===== config.mk =====
export PLATFORM = sky130hd
export DESIGN_NAME = instr_loader_flat
export DESIGN_NICKNAME = d
export VERILOG_FILES = /design/src/rtl/cpu_pkg.sv /design/src/rtl/instr_loader_if.sv /design/src/rtl/instr_loader_byte_assembler.sv /design/src/rtl/instr_loader.sv /design/src/flat_wrapper.sv
export SDC_FILE = /design/constraint.sdc
export NUM_CORES = 1
export LEC_CHECK = 0
export ABC_AREA = 1
export BUFFER_PORTS_ARGS = -buffer_cell sky130_fd_sc_hd__buf_4
export CORE_UTILIZATION = 64
export CTS_CLUSTER_DIAMETER = 200
export DETAILED_ROUTE_END_ITERATION = 12
export GPL_ROUTABILITY_DRIVEN = 0
export GPL_TIMING_DRIVEN = 0
export MAX_ROUTING_LAYER = met4
export PLACE_DENSITY = 0.86
export SLEW_MARGIN = 10
export SYNTH_ARGS = -nofsm -noshare
export SYNTH_HDL_FRONTEND = slang
export SYNTH_HIERARCHICAL = 1
export SYNTH_SLANG_ARGS = --single-unit

===== constraint.sdc =====
create_clock -name clk -period 5.29 [get_ports clk]
set_input_delay 0.2645 -clock clk [delete_from_list [all_inputs] [get_ports clk]]
set_output_delay 0.2645 -clock clk [all_outputs]
set_load 0.02 [all_outputs]

===== src/rtl/cpu_pkg.sv =====
`default_nettype none
// ============================================================================
//  Module      : cpu_pkg
//  Description : Shared types and constants for the program-loader path:
//                loader state encoding, instruction word width and the
//                number of byte lanes per word.
//  Revision    : 1.0  initial release
// ============================================================================
package cpu_pkg;

    localparam int WORD_W     = 32;
    localparam int BYTE_LANES = 4;
    localparam int LANE_CNT_W = $clog2(BYTE_LANES);

    typedef enum logic [1:0] {
        ST_HDR  = 2'd0,
        ST_DATA = 2'd1,
        ST_DONE = 2'd2
    } ld_state_t;

endpackage : cpu_pkg
`default_nettype wire


===== src/rtl/instr_loader_if.sv =====
`default_nettype none
// ============================================================================
//  Module      : instr_loader_if
//  Description : Bundle for the program loader: UART byte stream (valid/ready),
//                reload request, instruction RAM write port and status.
//                master  - the loader itself
//                slave   - the surrounding system (UART, RAM, core)
//  Signals     : rx_valid/rx_data/rx_ready  byte stream handshake
//                reload                     restart request while done
//                wr_en_instr/addr_in_instr/data_in_instr  RAM write port
//                loading/done/overflow/core_rstn          status
//  Revision    : 1.0  initial release
// ============================================================================
interface instr_loader_if;

    logic        rx_valid;
    logic [7:0]  rx_data;
    logic        rx_ready;
    logic        reload;
    logic        wr_en_instr;
    logic [31:0] addr_in_instr;
    logic [31:0] data_in_instr;
    logic        loading;
    logic        done;
    logic        overflow;
    logic        core_rstn;

    modport master (
        input  rx_valid, rx_data, reload,
        output rx_ready, wr_en_instr, addr_in_instr, data_in_instr,
               loading, done, overflow, core_rstn
    );

    modport slave (
        output rx_valid, rx_data, reload,
        input  rx_ready, wr_en_instr, addr_in_instr, data_in_instr,
               loading, done, overflow, core_rstn
    );

endinterface : instr_loader_if
`default_nettype wire


===== src/rtl/instr_loader_byte_assembler.sv =====
`default_nettype none
// ============================================================================
//  Module      : byte_assembler
//  Description : Packs accepted bytes into little-endian 32-bit words.
//                Byte 0 of a word ends up in [7:0]. word_valid_o pulses in
//                the cycle the 4th byte is accepted, with word_o already
//                holding the complete word (incoming byte included).
//  Ports       : clk, rstn      clock, synchronous active-low reset
//                clr_i          restart lane counting at lane 0
//                accept_i       a byte is transferred this cycle
//                byte_i         the byte being transferred
//                word_o         assembled word (valid with word_valid_o)
//                word_valid_o   4th byte of a word accepted this cycle
//  Revision    : 1.0  initial release
// ============================================================================
module byte_assembler
    import cpu_pkg::*;
(
    input  wire logic              clk,
    input  wire logic              rstn,
    input  wire logic              clr_i,
    input  wire logic              accept_i,
    input  wire logic [7:0]        byte_i,
    output logic      [WORD_W-1:0] word_o,
    output logic                   word_valid_o
);

    logic [LANE_CNT_W-1:0] byte_cnt_q, byte_cnt_d;
    logic [WORD_W-1:0]     shreg_q,    shreg_d;

    // Shifting in from the top means after four bytes the first one sits in
    // [7:0]; the next-state value is therefore the finished word.
    always_comb begin
        byte_cnt_d = byte_cnt_q;
        shreg_d    = shreg_q;
        if (clr_i) begin
            byte_cnt_d = '0;
        end else if (accept_i) begin
            byte_cnt_d = byte_cnt_q + 1'b1;
            shreg_d    = {byte_i, shreg_q[WORD_W-1:8]};
        end
    end

    assign word_o       = shreg_d;
    assign word_valid_o = accept_i && !clr_i &&
                          (byte_cnt_q == LANE_CNT_W'(BYTE_LANES - 1));

    always_ff @(posedge clk) begin
        if (!rstn) begin
            byte_cnt_q <= '0;
            shreg_q    <= '0;
        end else begin
            byte_cnt_q <= byte_cnt_d;
            shreg_q    <= shreg_d;
        end
    end

endmodule : byte_assembler
`default_nettype wire


===== src/rtl/instr_loader.sv =====
`default_nettype none
// ============================================================================
//  Module      : instr_loader
//  Description : Program loader. Receives a 4-byte little-endian word count N
//                followed by N little-endian words from the UART, writes them
//                to consecutive instruction RAM word addresses and keeps the
//                core in reset until the image is complete.
//  Parameters  : DEPTH     words in instruction RAM
//                LOGDEPTH  log2(DEPTH)
//  Ports       : clk, rstn  clock, synchronous active-low reset
//                bus        instr_loader_if.master (stream, RAM port, status)
//  Revision    : 1.0  initial release
// ============================================================================
module instr_loader
    import cpu_pkg::*;
#(
    parameter int DEPTH    = 32,
    parameter int LOGDEPTH = 5
) (
    input  wire logic     clk,
    input  wire logic     rstn,
    instr_loader_if.master bus
);

    ld_state_t         state_q,    state_d;
    logic [WORD_W-1:0] word_idx_q, word_idx_d;
    logic [WORD_W-1:0] word_cnt_q, word_cnt_d;
    logic              overflow_q, overflow_d;
    logic              pend_q,     pend_d;
    logic              wr_en_q,    wr_en_d;
    logic [WORD_W-1:0] addr_q,     addr_d;
    logic [WORD_W-1:0] data_q,     data_d;

    logic              rx_ready;
    logic              accept;
    logic              asm_clr;
    logic [WORD_W-1:0] asm_word;
    logic              asm_valid;
    logic [WORD_W-1:0] word_idx_inc;
    logic              idx_in_range;

    assign accept       = bus.rx_valid && rx_ready;
    assign word_idx_inc = word_idx_q + 1'b1;
    // DEPTH is a power of two, so "index < DEPTH" is "no bits above LOGDEPTH".
    assign idx_in_range = (word_idx_q[WORD_W-1:LOGDEPTH] == '0);

    byte_assembler u_asm (
        .clk          (clk),
        .rstn         (rstn),
        .clr_i        (asm_clr),
        .accept_i     (accept),
        .byte_i       (bus.rx_data),
        .word_o       (asm_word),
        .word_valid_o (asm_valid)
    );

    always_comb begin
        state_d    = state_q;
        word_idx_d = word_idx_q;
        word_cnt_d = word_cnt_q;
        overflow_d = overflow_q;
        pend_d     = 1'b0;
        wr_en_d    = 1'b0;
        addr_d     = addr_q;
        data_d     = data_q;
        rx_ready   = 1'b0;
        asm_clr    = 1'b0;

        case (state_q)
            ST_HDR: begin
                rx_ready = 1'b1;
                if (asm_valid) begin
                    word_cnt_d = asm_word;
                    word_idx_d = '0;
                    if (asm_word > WORD_W'(DEPTH)) begin
                        overflow_d = 1'b1;
                    end
                    state_d = (asm_word == '0) ? ST_DONE : ST_DATA;
                end
            end

            ST_DATA: begin
                // One-bubble write: no byte is taken while the strobe is out.
                rx_ready = !wr_en_q;

                // pend_q marks the cycle after a word completed (written or
                // discarded); the index advances there and completion is
                // detected as it reaches the header count.
                if (pend_q) begin
                    word_idx_d = word_idx_inc;
                    if (word_idx_inc == word_cnt_q) begin
                        state_d = ST_DONE;
                    end
                end

                if (asm_valid) begin
                    pend_d  = 1'b1;
                    wr_en_d = idx_in_range;
                    if (idx_in_range) begin
                        data_d = asm_word;
                        addr_d = {word_idx_q[WORD_W-3:0], 2'b00};
                    end
                end
            end

            ST_DONE: begin
                if (bus.reload) begin
                    asm_clr    = 1'b1;
                    word_idx_d = '0;
                    overflow_d = 1'b0;
                    state_d    = ST_HDR;
                end
            end

            default: begin
                state_d = ST_HDR;
            end
        endcase
    end

    always_ff @(posedge clk) begin
        if (!rstn) begin
            state_q    <= ST_HDR;
            word_idx_q <= '0;
            word_cnt_q <= '0;
            overflow_q <= 1'b0;
            pend_q     <= 1'b0;
            wr_en_q    <= 1'b0;
            addr_q     <= '0;
            data_q     <= '0;
        end else begin
            state_q    <= state_d;
            word_idx_q <= word_idx_d;
            word_cnt_q <= word_cnt_d;
            overflow_q <= overflow_d;
            pend_q     <= pend_d;
            wr_en_q    <= wr_en_d;
            addr_q     <= addr_d;
            data_q     <= data_d;
        end
    end

    assign bus.rx_ready      = rx_ready;
    assign bus.wr_en_instr   = wr_en_q;
    assign bus.addr_in_instr = addr_q;
    assign bus.data_in_instr = data_q;
    assign bus.done          = (state_q == ST_DONE);
    assign bus.core_rstn     = (state_q == ST_DONE);
    assign bus.loading       = (state_q == ST_HDR) || (state_q == ST_DATA);
    assign bus.overflow      = overflow_q;

endmodule : instr_loader
`default_nettype wire


===== src/flat_wrapper.sv =====
// flat-port wrapper written by rule: the top's interface ports become plain ports
module instr_loader_flat import cpu_pkg::*;
#(
    parameter int DEPTH    = 32,
    parameter int LOGDEPTH = 5
)
  (clk, rstn, bus_rx_valid, bus_rx_data, bus_reload, bus_rx_ready, bus_wr_en_instr, bus_addr_in_instr, bus_data_in_instr, bus_loading, bus_done, bus_overflow, bus_core_rstn);
  instr_loader_if bus_i ();
  input  wire logic clk;
  input  wire logic rstn;
  input wire logic [$bits(bus_i.rx_valid)-1:0] bus_rx_valid;
  input wire logic [$bits(bus_i.rx_data)-1:0] bus_rx_data;
  input wire logic [$bits(bus_i.reload)-1:0] bus_reload;
  output wire logic [$bits(bus_i.rx_ready)-1:0] bus_rx_ready;
  output wire logic [$bits(bus_i.wr_en_instr)-1:0] bus_wr_en_instr;
  output wire logic [$bits(bus_i.addr_in_instr)-1:0] bus_addr_in_instr;
  output wire logic [$bits(bus_i.data_in_instr)-1:0] bus_data_in_instr;
  output wire logic [$bits(bus_i.loading)-1:0] bus_loading;
  output wire logic [$bits(bus_i.done)-1:0] bus_done;
  output wire logic [$bits(bus_i.overflow)-1:0] bus_overflow;
  output wire logic [$bits(bus_i.core_rstn)-1:0] bus_core_rstn;
  assign bus_i.rx_valid = bus_rx_valid;
  assign bus_i.rx_data = bus_rx_data;
  assign bus_i.reload = bus_reload;
  assign bus_rx_ready = bus_i.rx_ready;
  assign bus_wr_en_instr = bus_i.wr_en_instr;
  assign bus_addr_in_instr = bus_i.addr_in_instr;
  assign bus_data_in_instr = bus_i.data_in_instr;
  assign bus_loading = bus_i.loading;
  assign bus_done = bus_i.done;
  assign bus_overflow = bus_i.overflow;
  assign bus_core_rstn = bus_i.core_rstn;
  instr_loader #(.DEPTH(DEPTH), .LOGDEPTH(LOGDEPTH)) u_core (.clk(clk), .rstn(rstn), .bus(bus_i));
endmodule

==> results of run 1 <==
[layout by cell type (no fill, tap or decap), types with 7 or more instances in the layout]
cell type	n
a21oi_1	97
buf_4	84
nand3b_1	9
buf_2	13
clkbuf_16	17
o21ai_0	76
nand2_4	20
clkbuf_1	30
nand4_1	7
nor4_1	8
nor2_2	40
nand2_2	44
nor2_1	99
nor3b_1	24
inv_1	169
nand3_1	110
nand2_1	229
xor2_1	7
dfxtp_1	165
[final cells by class]
class | count | area [um^2] | share of cell area [%]
repair buffers | 79 | 593 | 6.10
clock inverters | 12 | 141 | 1.45
inverters | 172 | 648 | 6.66
multi-input cells | 798 | 4070 | 41.8
plain buffers | 56 | 300 | 3.09
clock buffers | 20 | 457 | 4.70
well taps | 172 | 215 | 2.21
flip-flops and latches | 165 | 3300 | 34.0
[per-layer routing]
layer  wire [um]  share of wire, %
met4         820               3.7
met5           0                 0
met2       10400                47
met3        1730               7.8
met1        9310                42
[cell families after synthesis]
| logic type | synth area share [%] |
|---|---|
| buffers and inverters | 11.4 |
| flip-flops | 39.7 |
| adder cells (fa/ha/maj) | 0.301 |
| AND/OR/NAND/NOR | 36.0 |
| AO/OA/AOI/OAI | 10.8 |
| other | 0.0451 |
| XOR/XNOR | 1.73 |
[state kept, by name, indices dropped and copies added, names as in the netlist, 2 cells and up]
name	count
u_core/state_q	2
u_core/bus.addr_in_instr	30
u_core/u_asm/byte_cnt_q	2
u_core/word_idx_q	32
u_core/u_asm/shreg_q	32
u_core/word_cnt_q	32
u_core/bus.data_in_instr	32
[worst max-delay path: cells and delay by family (launching register included)]
family                 cells  cell delay (ns)
buffers and inverters      4             1.35
AO/OA/AOI/OAI              1             0.39
flip-flops                 1             0.36
AND/OR/NAND/NOR            7             1.29
[power groups by stage]
stage          Combinational [uW]  Sequential, uW  Clock [uW]
2_1_floorplan                 293            1330           0
3_3_place_gp                  400            1330           0
3_5_place_dp                  407            1330           0
4_1_cts                       415            1300        1260
5_1_grt                       458            1310        1320
6_report                      423            1300        1250
[metrics by stage]
| step | std cells | hold slack, ns | setup WS, ns |
|---|---|---|---|
| 2_1_floorplan | 1191 | 0.411 | 2.66 |
| 3_3_place_gp | 1442 | 0.425 | 1.92 |
| 3_5_place_dp | 1442 | 0.428 | 1.93 |
| 4_1_cts | 1474 | 0.115 | 1.91 |
| 5_1_grt | 1474 | 0.142 | 1.67 |
| 6_report | 1474 | 0.124 | 1.77 |
[worst paths after layout]
path                                startpoint                           end  slack (ns)  depth (start not counted)
setup / recovery             u_core/state_q[1]  u_core/bus.data_in_instr[10]        1.77                         12
hold / removal                            rstn    u_core/u_asm/byte_cnt_q[1]        0.12                          3
setup reg to reg             u_core/state_q[1]  u_core/bus.data_in_instr[10]        1.77                         12
hold reg to reg   u_core/bus.addr_in_instr[15]  u_core/bus.addr_in_instr[15]        0.44                          2
==> metrics.md, run 1 <==
| Metric | Value |
|---|---|
| Status | completed |
| 1st-pass router iterations | 6 |
| Met1 Use GR | between 40 and 50% |
| Max clock buf depth | 2 |
| Min-delay worst type | in -> reg |
| DP Area | 0.00913 mm^2 |
| CP cell instances | a21oi_1 > and2_1 > buf_6 > nand2_8 > buf_12 > nor2_1 > nand4_1 > nor2_1 > clkbuf_1 > clkinv_1 > nor2_1 > nor2_1 |
| Synth cell count leaders | nand2_1, inv_1, dfxtp_1, nand3_1, nor2_1 |
| RSZ-0062 raised after global routing | no |
| Slowest stage delay, CP | 0.55 ns |
| CTS HTree Levels | 4 |
| Antenna Nets Post-Route | 0 |
| Crit share post-route | around 66% |
| P per Cell Area | 307 mW/mm^2 |
| CTS Root Cell | clkbuf_16 |
| Net Sw Frac | roughly 28% |
| Met2 Resource Use GR | 56.2% |
| Die span in y | 116 um |
| P_sw | between 800 and 900 uW |
| Finished Core Util | between 70% and 80% |
| Top Usage Layer GRT | met2 |
| GRT Total Usage | between 30 and 40% |
| Synth Flop Type | dfxtp_1 |
| Placeable Area | about 0.013 mm^2 |
| Worst path required time | between 5 and 6 ns |
| Logic gate share of total power | approximately 14% |
| Share of cells above drive strength 1 | between 10% and 20% |
| Sinks on Clock Net | 165 |
| Die area | between 0.01 and 0.015 mm^2 |
| Crit path capture type | register |
| CTS clk-pin slew, worst paths | 0.07 ns |
| Vias per cell | approximately 5.4 |
| Post-route DRC | 0 |
| Worst Clk Skew | around 0.0076 ns |
| Clk network pwr share | a little over two fifths |
| Internal power | roughly 2100 uW |
| Synth area leaders | dfxtp_1, nand2_1, inv_1 |
| Synthesized area | about 0.0083 mm^2 |
| Area grow syn2layout | 17.0% |
| Post-CTS Repair Setup Buffers | 0 |
| Total of max-cap violations | 0 |
| Most frequent CP cell | nor2_1 |
| Slowest CP cell | clkbuf_1 |
| Met3 Usage GRT | 6.90% |
| Avg WL per Cell | 15.1 um |
| Clock latency on the worst-skew pair | roughly 0.42 ns |
| Number of diodes | 0 |
| Number of global-route vias before repair | roughly 7,300 |
| Fillcell total | 952 |
| Max-slew headroom | between 50% and 60% |
| Final setup TNS | 0 ns |
| Largest net degree at the start of global routing | 17 |
| Crit start category | register |
| Starting DRT DRC Count | between 700 and 800 |
| CTS tree | yes |
| IO Count | 82 |
| Max VDD drop | 0.266 mV |
| Register bit total from synthesis | roughly 170 |
| Async S/R FF share, synth | 0% |
| Design area | roughly 0.01 mm^2 |
| Vias post-DR | 7,957 |
| Final setup viols | 0 |
| Antenna violations before repair | 0 |
| Post-CTS Hold Fix Bufs | 0 |
| Crit path DAT | 3.82 ns |
| Total grt overflow | 0 |
| Row cnt | 41 |
| Mapped Avg Cell Area | 6.99 um^2 |
| Pins Over Slew Limit | 0 |
| Final hold violation count | 0 |
| Synth top area share | 39.7% |
| Width of the die | ~120 um |
| Area leader, netlist | dfxtp_1 |
| Most frequent cell after synthesis | nand2_1 |
| Resized cells post-CTS | 0 |
| Final-stage net count | around 1,300 |
| Total Power | 2980 uW |
| Pleak | between 0.004 and 0.005 uW |
| CP Max Fanout | 10 |
| Unique masters post-synth | 38 |
| Starting Density | between 60 and 70% |
| Fmax | roughly 280 MHz |
| Post-synth EDFFs | 0 |
| Worst-margin pin slew | ~0.68 ns |
| Power share of the sequential group | between 40 and 50% |
| Cell count after synthesis | between 1,000 and 1,500 |
| Worst Path Class, Setup | reg -> reg |
| I/O Buffers | 79 |
| Final HPWL from detailed placement | about 16 mm |
| Total routed wirelength | 22.3 mm |
| CTS Buf Count | 17 |
| Minimum clock period | around 3.5 ns |
| Syn. warnings | 6 |
| Post-synthesis sequential area ratio | roughly two fifths |
| First-pass GRT wire length | around 35 mm |
(Power assumes the default switching activity.)
==> run 2, diff against run 1 <==
Settings changed: CORE_UTILIZATION 64 to 54, PLACE_DENSITY 0.86 to 0.78.
Clock period 5.29 ns to 3.1 ns, I/O delays scaled along.
==> metrics.md, run 2 (same netlist as run 1, synthesis figures left out) <==
| Metric | Value |
|---|---|
| Status | completed |
| Die span in y | 126 um (+8.7%) |
| IO Count | 82 (unchanged) |
| Final HPWL from detailed placement | 16.8 mm (+3.0%) |
| Area grow syn2layout | 18.1% |
| Minimum clock period | 2.91 ns (-0.608 ns) |
| Starting DRT DRC Count | 782 (-1.8%) |
| Max-slew headroom | 52.9% (-1.9 points) |
| Pins Over Slew Limit | 0 (unchanged) |
| CTS clk-pin slew, worst paths | 0.07 ns (about the same) |
| Row cnt | 44 (+7.3%) |
| Final setup viols | 0 (unchanged) |
| CTS Root Cell | clkbuf_16 |
| Vias post-DR | 7,934 (-0.29%) |
| Fmax | 344 MHz (+21%) |
| Largest net degree at the start of global routing | 18 (+1) |
| Avg WL per Cell | 15.2 um (+0.52%) |
| I/O Buffers | 79 (unchanged) |
| Finished Core Util | 66.5% (-11 points) |
| Placed Cells | 1,454 (+0.83%) |
| GRT Total Usage | 30.1% (-5.5 points) |
| Worst-margin pin slew | 0.706 ns (+0.0283 ns) |
| CP Max Fanout | 10 (unchanged) |
| Worst Clk Skew | 0.00979 ns (+0.00216 ns) |
| Clock latency on the worst-skew pair | 0.43 ns (about the same) |
| CTS Buf Count | 17 (unchanged) |
| Max VDD drop | 0.522 mV (+96%) |
| Final setup TNS | 0 ns (unchanged) |
| Crit path DAT | 3.27 ns (-0.55 ns) |
| Fillcell total | 1,281 (+35%) |
| Commonest non-fill, non-tap cell in the layout | nand2_1 |
| Total grt overflow | 0 (unchanged) |
| Max clock buf depth | 2 (unchanged) |
| Post-CTS Repair Setup Buffers | 0 (unchanged) |
| Crit start category | register |
| Final-stage net count | 1,303 (unchanged) |
| Pleak | 0.00442 uW (+1.0%) |
| CTS HTree Levels | 4 (unchanged) |
| Crit share post-route | 93.9% (+27 points) |
| Placeable Area | 0.0148 mm^2 (+17%) |
| Total routed wirelength | 22.6 mm (+1.3%) |
| Worst Path Class, Setup | reg -> reg |
| 1st-pass router iterations | 6 (unchanged) |
| Vias per cell | 5.34 (-1.1%) |
| Sinks on Clock Net | 165 (unchanged) |
| Number of global-route vias before repair | 7,311 (-0.096%) |
| P per Cell Area | 532 mW/mm^2 (+74%) |
| Antenna Nets Post-Route | 0 (unchanged) |
| First-pass GRT wire length | 36.7 mm (+3.5%) |
| Die area | 0.0159 mm^2 (+18%) |
| Post-route DRC | 0 (unchanged) |
| Fin cells | 1,486 (+0.81%) |
| Commonest cells after routing, fill and taps aside | nand2_1, inv_1, dfxtp_1, nand3_1, nor2_1 |
| Total of max-cap violations | 0 (unchanged) |
| Worst path required time | 3.46 ns (-2.13 ns) |
| Final hold violation count | 0 (unchanged) |
| Share of cells above drive strength 1 | 19.7% (+1.0 points) |
| Min-delay worst type | in -> reg |
| Antenna violations before repair | 0 (unchanged) |
| Starting Density | 56.4% (-9.5 points) |
| Crit path capture type | register |
| Min Hold Slack | 0.0276 ns (-0.0965 ns) |
| Width of the die | 126 um (+8.7%) |
| Number of diodes | 0 (unchanged) |
| CTS tree | yes |
run 2: cell count changes in the layout (fill, tap and decap cells not counted), sizes merged:
cell	change
clkinv	+2
clkinvlp	-1
bufinv	+1
buf	-2
run 2: worst paths after layout:
path | slack, ns | endpoint | start | cells past startpoint
max | 0.19 | u_core/bus.data_in_instr[10] | u_core/state_q[0] | 12
min | 0.03 | u_core/u_asm/byte_cnt_q[0] | rstn | 3
max reg2reg | 0.19 | u_core/bus.data_in_instr[10] | u_core/state_q[0] | 12
min reg2reg | 0.43 | u_core/bus.addr_in_instr[15] | u_core/bus.addr_in_instr[15] | 2
run 2: per-stage QoR:
step           area (um^2)  total power (uW)  setup slack, ns
3_5_place_dp          9140              2970           -0.143
5_1_grt               9820              5420         -0.00496
2_1_floorplan         8320              2760            0.468
3_3_place_gp          9140              2960          -0.0777
6_report              9820              5220            0.191
4_1_cts               9790              5230           0.0114
run 2: cell type report:
cell class                 instances  area (um^2)  area share [%]
clock inverter                    14          214            2.18
sequential                       165         3300            33.7
clock buffer                      18          429            4.37
buffer                            56          309            3.15
multi-input combinational        798         4090            41.6
tap                              184          230            2.35
inverter                         172          648            6.60
timing repair buffer              79          593            6.04
run 2: what timing repair did:
action	in CTS	in global routing
hold buffers	0	0
setup endpoints to repair	60	85
gates resized for setup	3	15
run 2: metal layers:
metal | GRT usage (%) | share of wire [%] | vias to the layer above
li1 | - | - | 3951
met1 | 38.5 | 43 | 3643
met2 | 48.5 | 47 | 296
met3 | 4.42 | 6.8 | 44
met4 | 10.4 | 2.5 | 0
met5 | - | 0 | -
run 2: worst max-delay path, cell delays in order, from the launching register on:
cell and delay (ns):
dfxtp_1 0.37, a21oi_2 0.27, and2_1 0.18, buf_6 0.15
nand2_8 0.08, buf_12 0.17, nor2_1 0.28, nand4_1 0.17
nor2_1 0.20, clkbuf_2 0.32, clkbuf_1 0.40, o21ai_0 0.14
nor2_1 0.11
run 2: where the power goes:
group | total, uW | internal, uW | switching [uW]
registers | 2220 | 2180 | 41.3
logic | 730 | 215 | 514
clock network | 2270 | 1310 | 962
total | 5220 | 3710 | 1520
